===== config.mk =====
export PLATFORM = sky130hd
export DESIGN_NAME = led_sequence_player
export DESIGN_NICKNAME = d
export VERILOG_FILES = /design/src/rtl/led_sequence_player.sv
export SDC_FILE = /design/constraint.sdc
export NUM_CORES = 1
export LEC_CHECK = 0
export ABC_AREA = 1
export ABC_CLOCK_PERIOD_IN_PS = 2920
export BUFFER_PORTS_ARGS = -buffer_cell sky130_fd_sc_hd__buf_2
export CAP_MARGIN = 15
export CELL_PAD_IN_SITES_DETAIL_PLACEMENT = 1
export CELL_PAD_IN_SITES_GLOBAL_PLACEMENT = 1
export CORE_MARGIN = 2
export CORE_UTILIZATION = 45
export CTS_CLUSTER_SIZE = 20
export DETAILED_ROUTE_END_ITERATION = 8
export PLACE_DENSITY = 0.83
export SYNTH_ARGS = -nofsm -noshare
export SYNTH_HDL_FRONTEND = slang
export SYNTH_SLANG_ARGS = --single-unit

===== constraint.sdc =====
create_clock -name clk -period 2.92 [get_ports clk]
set_input_delay 0.146 -clock clk [delete_from_list [all_inputs] [get_ports clk]]
set_output_delay 0.146 -clock clk [all_outputs]
set_load 0.01 [all_outputs]

===== src/rtl/led_sequence_player.sv =====
// Timed RGB colour playback: colour codes queue in a small FIFO and each one is
// shown for ON_CYCLES clocks, followed by a dark gap of OFF_CYCLES clocks.
module led_sequence_player #(
  parameter int ON_CYCLES  = 50_000_000,
  parameter int OFF_CYCLES = 25_000_000,
  parameter int DEPTH      = 4
) (
  input  logic       clk,
  input  logic       rst,
  input  logic [1:0] in_color,
  input  logic       in_valid,
  output logic       in_ready,
  input  logic       flush,
  output logic       led_red,
  output logic       led_green,
  output logic       led_blue,
  output logic       busy,
  output logic       done
);

  localparam int MAX_CYCLES = (ON_CYCLES > OFF_CYCLES) ? ON_CYCLES : OFF_CYCLES;
  localparam int CNT_W      = (MAX_CYCLES > 1) ? $clog2(MAX_CYCLES) : 1;
  localparam int PTR_W      = $clog2(DEPTH);

  localparam logic [CNT_W-1:0] ON_LAST  = CNT_W'(ON_CYCLES - 1);
  localparam logic [CNT_W-1:0] OFF_LAST = CNT_W'(OFF_CYCLES - 1);
  localparam logic [PTR_W:0]   FULL_CNT = (PTR_W + 1)'(DEPTH);

  typedef enum logic [1:0] {
    IDLE,
    ON,
    GAP
  } state_t;

  state_t           state, state_next;
  logic [CNT_W-1:0] cnt, cnt_next;
  logic [1:0]       color, color_next;
  logic [2:0]       led_next;
  logic             done_next;

  logic [1:0]       mem [DEPTH];
  logic [PTR_W-1:0] wr_ptr, rd_ptr;
  logic [PTR_W:0]   count;
  logic             push, pop, empty, full;

  assign empty    = (count == '0);
  assign full     = (count == FULL_CNT);
  assign in_ready = !full;
  assign push     = in_valid && in_ready && !flush;
  assign busy     = (state != IDLE) || !empty;

  // A pop and a push in the same cycle leave the count untouched.
  always_ff @(posedge clk) begin
    if (rst || flush) begin
      wr_ptr <= '0;
      rd_ptr <= '0;
      count  <= '0;
    end else begin
      if (push) wr_ptr <= wr_ptr + 1'b1;
      if (pop)  rd_ptr <= rd_ptr + 1'b1;
      case ({push, pop})
        2'b10:   count <= count + 1'b1;
        2'b01:   count <= count - 1'b1;
        default: count <= count;
      endcase
    end
  end

  always_ff @(posedge clk) begin
    if (push) mem[wr_ptr] <= in_color;
  end

  always_comb begin
    state_next = state;
    cnt_next   = cnt;
    color_next = color;
    pop        = 1'b0;
    done_next  = 1'b0;
    led_next   = 3'b000;

    case (state)
      IDLE: begin
        if (!empty) begin
          pop        = 1'b1;
          color_next = mem[rd_ptr];
          cnt_next   = '0;
          state_next = ON;
        end
      end
      ON: begin
        if (cnt == ON_LAST) begin
          cnt_next   = '0;
          state_next = GAP;
        end else begin
          cnt_next = cnt + 1'b1;
        end
      end
      GAP: begin
        if (cnt == OFF_LAST) begin
          cnt_next = '0;
          if (!empty) begin
            pop        = 1'b1;
            color_next = mem[rd_ptr];
            state_next = ON;
          end else begin
            done_next  = 1'b1;
            state_next = IDLE;
          end
        end else begin
          cnt_next = cnt + 1'b1;
        end
      end
      default: begin
        cnt_next   = '0;
        state_next = IDLE;
      end
    endcase

    // LEDs are registered from the next state so they track the ON state exactly.
    if (state_next == ON) begin
      case (color_next)
        2'b00:   led_next = 3'b100;
        2'b01:   led_next = 3'b010;
        2'b10:   led_next = 3'b001;
        default: led_next = 3'b110;
      endcase
    end
  end

  always_ff @(posedge clk) begin
    if (rst || flush) begin
      state     <= IDLE;
      cnt       <= '0;
      color     <= 2'b00;
      led_red   <= 1'b0;
      led_green <= 1'b0;
      led_blue  <= 1'b0;
      done      <= 1'b0;
    end else begin
      state     <= state_next;
      cnt       <= cnt_next;
      color     <= color_next;
      led_red   <= led_next[2];
      led_green <= led_next[1];
      led_blue  <= led_next[0];
      done      <= done_next;
    end
  end

endmodule


== Yosys cells after proc, flatten, opt, wreduce, memory -nomap -nowiden ==
Memory sizes are Yosys's and may differ from the RTL's. A register that Yosys moved wholly into a read port is not among the register bits.
Index checks and enable logic that the tools add are counted.
Cells by class
  reduce and logical (&&, ||, !) cells: 14
  equality and inequality tests: 11
  add/sub/neg operators: 5
  bitwise gates (word level): 3
  mux-type cells: 22
Operator list (count)
  26-bit two-way mux: 3
  26-bit one-hot mux with 3 select lines: 1
  26-bit by 1-bit adder with 26-bit output (second input constant): 1
  26-bit by 25-bit equality test with 1-bit output (second input constant): 1
  26-bit equality test (second input constant): 1
  2-bit two-way mux: 7
  3-bit one-hot mux with 3 select lines: 1
  2-bit by 1-bit equality test with 1-bit output (second input constant): 4
  2-bit equality test (second input constant): 3
  1-bit two-way mux: 6
  2-bit one-hot mux with 3 select lines: 1
  3-bit one-hot mux with 2 select lines: 1
  2-bit by 1-bit adder with 2-bit output (second input constant): 2
  2-bit zero test: 2
  2-bit one-hot mux with 2 select lines: 1
  2-bit nonzero test: 2
  3-bit by 1-bit adder with 3-bit output (second input constant): 1
  3-bit equality test (second input constant): 1
  1-bit zero test: 3
  3-bit zero test: 1
  1-bit NOT: 3
  3-bit OR reduction: 1
  3-bit by 1-bit subtractor with 3-bit output (second input constant): 1
  1-bit logical AND: 2
  other kinds (4): 5
Storage, ports and cells
  bits in writable memories: 8
  bits of input ports: 6
  output and inout bits: 6
  memories kept: 1
  bits in registers: 41
  logic and storage cells: 66
Memories
  mem: words 4, bits a word 2, rd ports 1, clocked after Yosys merged registers in 1, write ports 1, line 41  | logic [1:0] mem [DEPTH];

== Longest topological paths before layout ==
Gate-level depths: netlist of run 1.
  word-level depth: 7
  depth in mapped cells: 14

== Worst setup path before layout of run 1 ==
OpenSTA, ideal clock, no wires.
  kind: reg-to-reg
  from: register cnt[0]
  to: register count[2]
  path buffers: 0
  stages on the path, launching flop included: 15
  setup time: 0.122 ns
  arrival: 2.177 ns
  path slack: 0.621 ns
  cells stage by stage: dfxtp_1 > ha_1 > nand2_2 > nor2_8 > nand2_2 > nor2_4 > nand3_2 > a21oi_4 > ha_1 > inv_1 > fa_1 > a21oi_1 > o21ai_0 > o21ai_0 > a21oi_1
Between the ends
  longest elaborated chain between the ends: 5
  elaborated cells between the ends (all ways): 7
  those cells by class: 3 x eq/ne; 3 x mux; 1 x reduce/logical
RTL lines
  start, declared: line 36  | logic [CNT_W-1:0] cnt, cnt_next;
  start signal, assigned: line 141  | cnt <= cnt_next;
  26-bit by 25-bit equality test with 1-bit output *: line 99  | if (cnt == OFF_LAST) begin
  1-bit two-way mux *: line 99
  1-bit one-hot mux with 2 select lines *: line 81  | case (state)
  via pop: line 44  | logic push, pop, empty, full;
  2-bit by 1-bit equality test with 1-bit output / 2-bit equality test (equally long branches): line 61  | case ({push, pop})
  3-bit one-hot mux with 2 select lines / 2-bit nonzero test (equally long branches)
  end signal, assigned: line 62  | 2'b10: count <= count + 1'b1;
  end signal, assigned: line 63  | 2'b01: count <= count - 1'b1;
  end signal, assigned: line 64  | default: count <= count;
  end, declared: line 43  | logic [PTR_W:0] count;
The timed path passes the listed nets; every way through them passes the cells marked *.
A chain may end at the register's enable or synchronous reset.

== Final worst setup path of run 1 ==
Same ends and word-level chain as after synthesis.

==> results of run 1 <==
==> flip-flops by register name (all words and copies together), names as in the netlist, named ones only <==
name	flops
cnt	26
color	2
count	3
done	1
led_blue	1
led_green	1
led_red	1
mem	8
rd_ptr	2
state	2
wr_ptr	2
==> final cells by class <==
cell class | instances | share of cell area, %
well taps | 77 | 2.956
clock buffers | 5 | 2.111
repair buffers | 12 | 1.919
inverters | 57 | 6.564
multi-input cells | 310 | 51.82
clock inverters | 3 | 0.8445
flip-flops and latches | 51 | 33.78
==> logic make-up after synthesis <==
kind of cell,share of synthesized area (%)
AOI/OAI and AO/OA,7.184
xor gates and xnor gates,2.299
adders and majority gates,5.172
buffers and inverters,8.457
DFF,36.12
and+or+nand+nor,40.76
==> cells in the final DEF, fill, tap and decap left out <==
master,netlist,routed
inv_2,5,5
o22ai_1,1,1
a21oi_2,1,1
clkbuf_8,0,5
or2_2,1,1
ha_1,11,11
nor2_1,68,68
a32oi_1,1,1
a21oi_4,1,1
o32ai_1,1,1
dfxtp_1,43,43
nand3_1,26,26
nor2_8,2,2
nand2_4,4,4
nand2_1,96,96
inv_1,52,52
o21ai_0,13,13
buf_4,0,1
nor3b_1,2,2
a21oi_1,13,13
nor4_1,2,2
edfxtp_1,8,8
o21ai_1,2,2
xor2_1,6,6
fa_1,1,1
inv_6,0,1
clkinvlp_4,0,1
nand2_2,12,12
nand3_2,3,3
o21bai_1,3,3
inv_8,0,1
xnor2_1,2,2
a21boi_0,1,1
nor2_2,3,3
nor2_4,12,12
nor3_1,15,15
buf_2,1,11
nand4_1,7,7
==> power by group through the flow <==
| stage | Combinational, mW | Sequential, mW | Clock [mW] |
|---|---|---|---|
| floorplan | 0.176 | 0.754 | 0 |
| CTS | 0.233 | 0.740 | 0.458 |
| global route | 0.261 | 0.743 | 0.493 |
| finish | 0.230 | 0.740 | 0.447 |
| global placement | 0.224 | 0.755 | 0 |
| detailed placement | 0.230 | 0.756 | 0 |
==> how the worst max path moves through the flow <==
stage | end | startpoint | slack [ns] | depth (start not counted)
after floorplan | count[2]$_SDFFE_PP0P_ | cnt[0]$_SDFFE_PP0P_ | 0.62 | 14
after global placement | count[2]$_SDFFE_PP0P_ | cnt[0]$_SDFFE_PP0P_ | 0.48 | 14
after detailed placement | count[2]$_SDFFE_PP0P_ | cnt[1]$_SDFFE_PP0P_ | 0.39 | 14
after CTS | count[2]$_SDFFE_PP0P_ | cnt[1]$_SDFFE_PP0P_ | 0.35 | 14
after global routing | count[2]$_SDFFE_PP0P_ | cnt[1]$_SDFFE_PP0P_ | 0.04 | 14
final | count[2]$_SDFFE_PP0P_ | cnt[0]$_SDFFE_PP0P_ | 0.37 | 14
==> routing by layer <==
layer | part of all wire (%) | wire length, um | GRT usage, % | up-vias
met3 | 3.0 | 235 | 5.714 | 10
li1 | - | - | - | 1366
met2 | 45 | 3470 | 37.28 | 29
met5 | 0 | 0 | 0 | -
met1 | 50 | 3898 | 30.88 | 1271
met4 | 1.5 | 115 | 5.682 | 0
==> per-stage QoR <==
step	cell area, sq um	hold WS [ns]	std cells
detailed placement	3163	0.3872	507
CTS	3259	0.04933	515
floorplan	3048	0.2449	423
global placement	3163	0.3745	507
global route	3259	0.03486	515
finish	3259	0.05126	515
==> critical path: stages (launching register included) <==
cell and delay, ns:
dfxtp_1 0.37, ha_1 0.20, nand2_2 0.12, nor2_8 0.13, nand2_2 0.08, nor2_4 0.14, nand3_2 0.10, a21oi_4 0.21
ha_1 0.18, inv_1 0.07, fa_1 0.38, a21oi_1 0.14, o21ai_0 0.11, o21ai_0 0.16, a21oi_1 0.06
==> results.md, run 1 <==
- Status: completed
- CTS Hold Buffers Added: 0
- DR WL/cell: 14.99 um
- Most common cell in the netlist: nand2_1
- Crit-path max FO: 6
- CTS tree: built
- Clock sink count: 51
- Starting Density: 47.19%
- Slew Viols, Final: 0
- Pre-CTS WS: 0.3898 ns
- Worst r2r path cells: 14
- Pwr/cell area: 434.7 nW/um^2
- GRT Resource Usage Total: 22.99%
- GPL Wtd Cong: 0.8670
- Synthesized area: 3048 sq um
- Final min period: 2.553 ns
- Core box area: 6459 sq um
- Hold Path Depth: 1
- Setup tns final: 0 ns
- # resized after CTS: 0
- First-pass GRT wire length: 13.53 mm
- Net Count, Synth: 441
- Worst Path Arrival: 2.77 ns
- Gr ovfl total: 0
- Total Wirelength: 7.719 mm
- Port Buffer Count: 11
- Vias in the first global route: 2863
- Origin of the critical flop-to-flop path: cnt[0]$_SDFFE_PP0P_
- Library cells used by synthesis: 36
- Prevailing post-synth register cell: dfxtp_1
- Hold EP: mem[2][0]$_DFFE_PP_
- Buffer depth of the longest clock path: 2
- Leak: 1.248 nW
- Comb pwr share: 16.2%
- Final hold violation count: 0
- IO Count: 12
- Worst Setup Slack, final: 0.3672 ns
- Post-route ant nets: 0
- Ys async rst share: 0%
- Initial antenna violation count: 0
- WP data required: 3.14 ns
- Initial DRC count: 125
- Clk pin slew, worst setup/hold paths: 0.11 ns
- Final Cycle Share: 87.43%
- Switching share of power: 31.58%
- Inserted Diodes: 0
- DR DRC count: 0
- Nets: 455
- EDFF count, synth: 8
- Slew @ Worst Pin: 0.6540 ns
- Share of total power in the clock network: 31.5%
- Max-cap violations: 0
- Fmax: 391.7 MHz
- Sequential power share: 52.2%
- Final setup fails: 0
- PnR Total Power: 1.417 mW
- Reg2Reg Setup Slack: 0.37 ns
- Clock root buffer: clkbuf_8
- Avg Vias per Cell: 5.196
- Row cnt: 29
- List of most frequent post-synthesis cells: nand2_1 (96), nor2_1 (68), inv_1 (52)
- RR Endpoint: count[2]$_SDFFE_PP0P_
- Drt pass-1 iters: 4
- FF+latch count, synth: 51
- Area Overhead vs Synth: 6.938%
- Critical path launch point type: flop
- Internal power: 0.9695 mW
- Relative slew slack: 56.24%
- Fillers: 857
- Final core occ: 50.46%
- Register area: 1101 sq um
- Hold Path Class: input pin to flop
- RSZ-0062 raised after global routing: no
- Net Sw Power: 0.4475 mW
- HPWL Detailed: 5.982 mm
- Crit path kind: flop to flop
- Die Y: 86.30 um
- Layout cells sized above 1: 14.61%
- Setup repair bufs after CTS: 0
- Num CTS Buffers: 5
- Max rail drop VDD: 0.0002290 V
- Synthesized netlist cell count: 423
- Synth Warn #: 0
- Seq/Total Area, Yosys: 36.12%
- Crit end category: flop
- Leading area contributor after synthesis: dfxtp_1
- Clk_skew: 0.01177 ns
- Clk_lat worst skew: 0.32 ns
- Htree depth: 2
- Share of the synthesized area in the top cell type: 28.24%
- Hold path start: in_color[0]
- Largest cells by area after synthesis: dfxtp_1 (28%), nand2_1 (12%), nor2_1 (8.4%)
- Chip Width: 86.30 um
- Total number of vias: 2676
- Avg Cell Area, Syn: 7.205 sq um
- Die area: 7448 sq um
- Pin count of the biggest net entering global routing: 23
- Footprint of the multi-input gates: 1689 sq um
(Power assumes the default switching activity.)
==> run 2, diff against run 1 <==
Settings changed: CORE_MARGIN 2 to 4, MAX_ROUTING_LAYER set to met4.
==> results.md, run 2 (synthesis gave the netlist of run 1 again) <==
- Status: completed
- Slew Viols, Final: 0 (unchanged)
- Critical path launch point type: flop
- Hold Path Class: input pin to flop
- Initial DRC count: 116 (-7.2%)
- Final Non-Filler Cells: 515 (unchanged)
- Total number of vias: 2673 (-0.11%)
- CP Buf/Inv Count: 1 (unchanged)
- Clk_lat worst skew: 0.30 ns (-0.02 ns)
- Worst Path Arrival: 2.82 ns (+0.05 ns)
- Final hold violation count: 0 (unchanged)
- GRT met3 Usage: 3.417% (-2.3 points)
- Final min period: 2.618 ns (+0.06540 ns)
- Chip Width: 90.30 um (+4.6%)
- Total Wirelength: 7.630 mm (-1.2%)
- Register area: 1101 sq um (unchanged)
- Clock sink count: 51 (unchanged)
- Critical-path cell list: ha_1 -> nand2_2 -> nor2_8 -> nand2_2 -> nor2_4 -> nand3_2 -> a21oi_4 -> ha_1 -> inv_1 -> fa_1 -> a21oi_1 -> o21ai_0 -> o21ai_0 -> a21oi_1
- Max-cap violations: 0 (unchanged)
- Inserted Diodes: 0 (unchanged)
- Reg2Reg Setup Slack: 0.30 ns (-0.07 ns)
- Core box area: 6459 sq um (unchanged)
- GPL Wtd Cong: 0.8642 (-0.32%)
- Setup repair bufs after CTS: 0 (unchanged)
- Layout cells sized above 1: 14.16% (-0.46 points)
- Max incr delay on CP: 0.39 ns (about the same)
- Pin count of the biggest net entering global routing: 23 (unchanged)
- Crit end category: flop
- Clock root buffer: clkbuf_8
- DR WL/cell: 14.82 um (-1.2%)
- HPWL Detailed: 6.003 mm (+0.35%)
- Comb pwr share: 17.0% (+0.8 points)
- Die Y: 90.30 um (+4.6%)
- Met1 Use GR: 28.19% (-2.7 points)
- Nets: 455 (unchanged)
- Htree depth: 2 (unchanged)
- Drt pass-1 iters: 4 (unchanged)
- Area Overhead vs Synth: 6.527%
- Avg Vias per Cell: 5.190 (-0.11%)
- Row cnt: 29 (unchanged)
- Commonest cells after routing, fill and taps aside: nand2_1 (96), nor2_1 (68), inv_1 (52), dfxtp_1 (43), nand3_1 (26)
- Clk pin slew, worst setup/hold paths: 0.10 ns (about the same)
- Post-route ant nets: 0 (unchanged)
- Slowest CP cell: fa_1
- Fillers: 867 (+1.2%)
- RSZ-0062 raised after global routing: no
- Num CTS Buffers: 5 (unchanged)
- Switching share of power: 30.58% (-1.0 points)
- Max reg flops: 26 (unchanged)
- IO Count: 12 (unchanged)
- Internal power: 0.9541 mW (-1.6%)
- First-pass GRT wire length: 13.59 mm (+0.47%)
- Most common library cell in the layout ignoring fill and taps: nand2_1
- Biggest regs: cnt x26, mem x8, count x3
- Crit-path max FO: 6 (unchanged)
- Port Buffer Count: 11 (unchanged)
- CTS tree: built
- WP data required: 3.12 ns (-0.02 ns)
- CTS Hold Buffers Added: 0 (unchanged)
- Share of total power in the clock network: 29.1% (-2.4 points)
- Cell family with most CP delay: adder cells
- Final Cycle Share: 89.67% (+2.2 points)
- Setup tns final: 0 ns (unchanged)
- Die area: 8154 sq um (+9.5%)
- Most Crowded Layer GR: met2
- Net Sw Power: 0.4203 mW (-6.1%)
- Global Route met2 Usage: 31.92% (-5.4 points)
- Gr ovfl total: 0 (unchanged)
- DR DRC count: 0 (unchanged)
- Slew @ Worst Pin: 0.6726 ns (+0.01860 ns)
- Pwr/cell area: 423.3 nW/um^2 (-2.6%)
- Starting Density: 47.19% (unchanged)
- Relative slew slack: 55.00% (-1.2 points)
- Max rail drop VDD: 0.0001970 V (-14%)
- Leak: 1.240 nW (-0.60%)
- Initial antenna violation count: 0 (unchanged)
- Crit path kind: flop to flop
- Final setup fails: 0 (unchanged)
- Placed cells: 507 (unchanged)
- Biggest register: cnt
- Vias in the first global route: 2862 (-0.035%)
- Footprint of the multi-input gates: 1689 sq um (unchanged)
- Sequential power share: 53.8% (+1.6 points)
- GRT Resource Usage Total: 20.66% (-2.3 points)
- Buffer depth of the longest clock path: 2 (unchanged)
- # resized after CTS: 0 (unchanged)
- Clk_skew: 0.007127 ns (-0.004641 ns)
- Fmax: 381.9 MHz (-2.5%)
- Hold_ws: 0.06974 ns (+0.01848 ns)
run 2: changes by cell type in the layout (fill, tap and decap cells not counted):
cell	previous run	this run
clkinv_1	0	2
inv_6	1	0
inv_8	1	0
run 2: final timing paths:
kind                            start  cells past startpoint                     to
setup / recovery  cnt[0]$_SDFFE_PP0P_                     14  count[2]$_SDFFE_PP0P_
hold / removal            in_color[1]                      1    mem[3][1]$_DFFE_PP_
setup reg to reg  cnt[0]$_SDFFE_PP0P_                     14  count[2]$_SDFFE_PP0P_
hold reg to reg   cnt[0]$_SDFFE_PP0P_                      2    cnt[0]$_SDFFE_PP0P_
run 2: cell type report:
class | instances | area share (%)
clock inverters | 3 | 0.4624
flip-flops and latches | 51 | 33.91
multi-input cells | 310 | 52.02
inverters | 57 | 6.590
well taps | 77 | 2.967
clock buffers | 5 | 2.119
repair buffers | 12 | 1.927
run 2: routing by layer:
| layer | wire length, um | share of wire, % |
|---|---|---|
| met5 | 0 | 0 |
| met4 | 44 | 0.58 |
| met3 | 341 | 4.5 |
| met2 | 3485 | 46 |
| met1 | 3758 | 49 |
run 2: power by group through the flow:
stage / Sequential (mW) / Clock (mW) / Combinational [mW]
detailed placement: 0.756 / 0 / 0.232
floorplan: 0.754 / 0 / 0.176
global route: 0.742 / 0.452 / 0.263
global placement: 0.755 / 0 / 0.224
finish: 0.740 / 0.401 / 0.234
CTS: 0.740 / 0.414 / 0.236
run 2: per-stage QoR:
step                area (sq um)  util, %  setup WS [ns]  total power, mW
global route                3247    50.27        0.09214            1.457
floorplan                   3048        -         0.6210           0.9304
global placement            3163    48.97         0.4789           0.9787
finish                      3247    50.27         0.3018            1.374
detailed placement          3163    48.97         0.2966           0.9883
CTS                         3247    50.27         0.2943            1.389
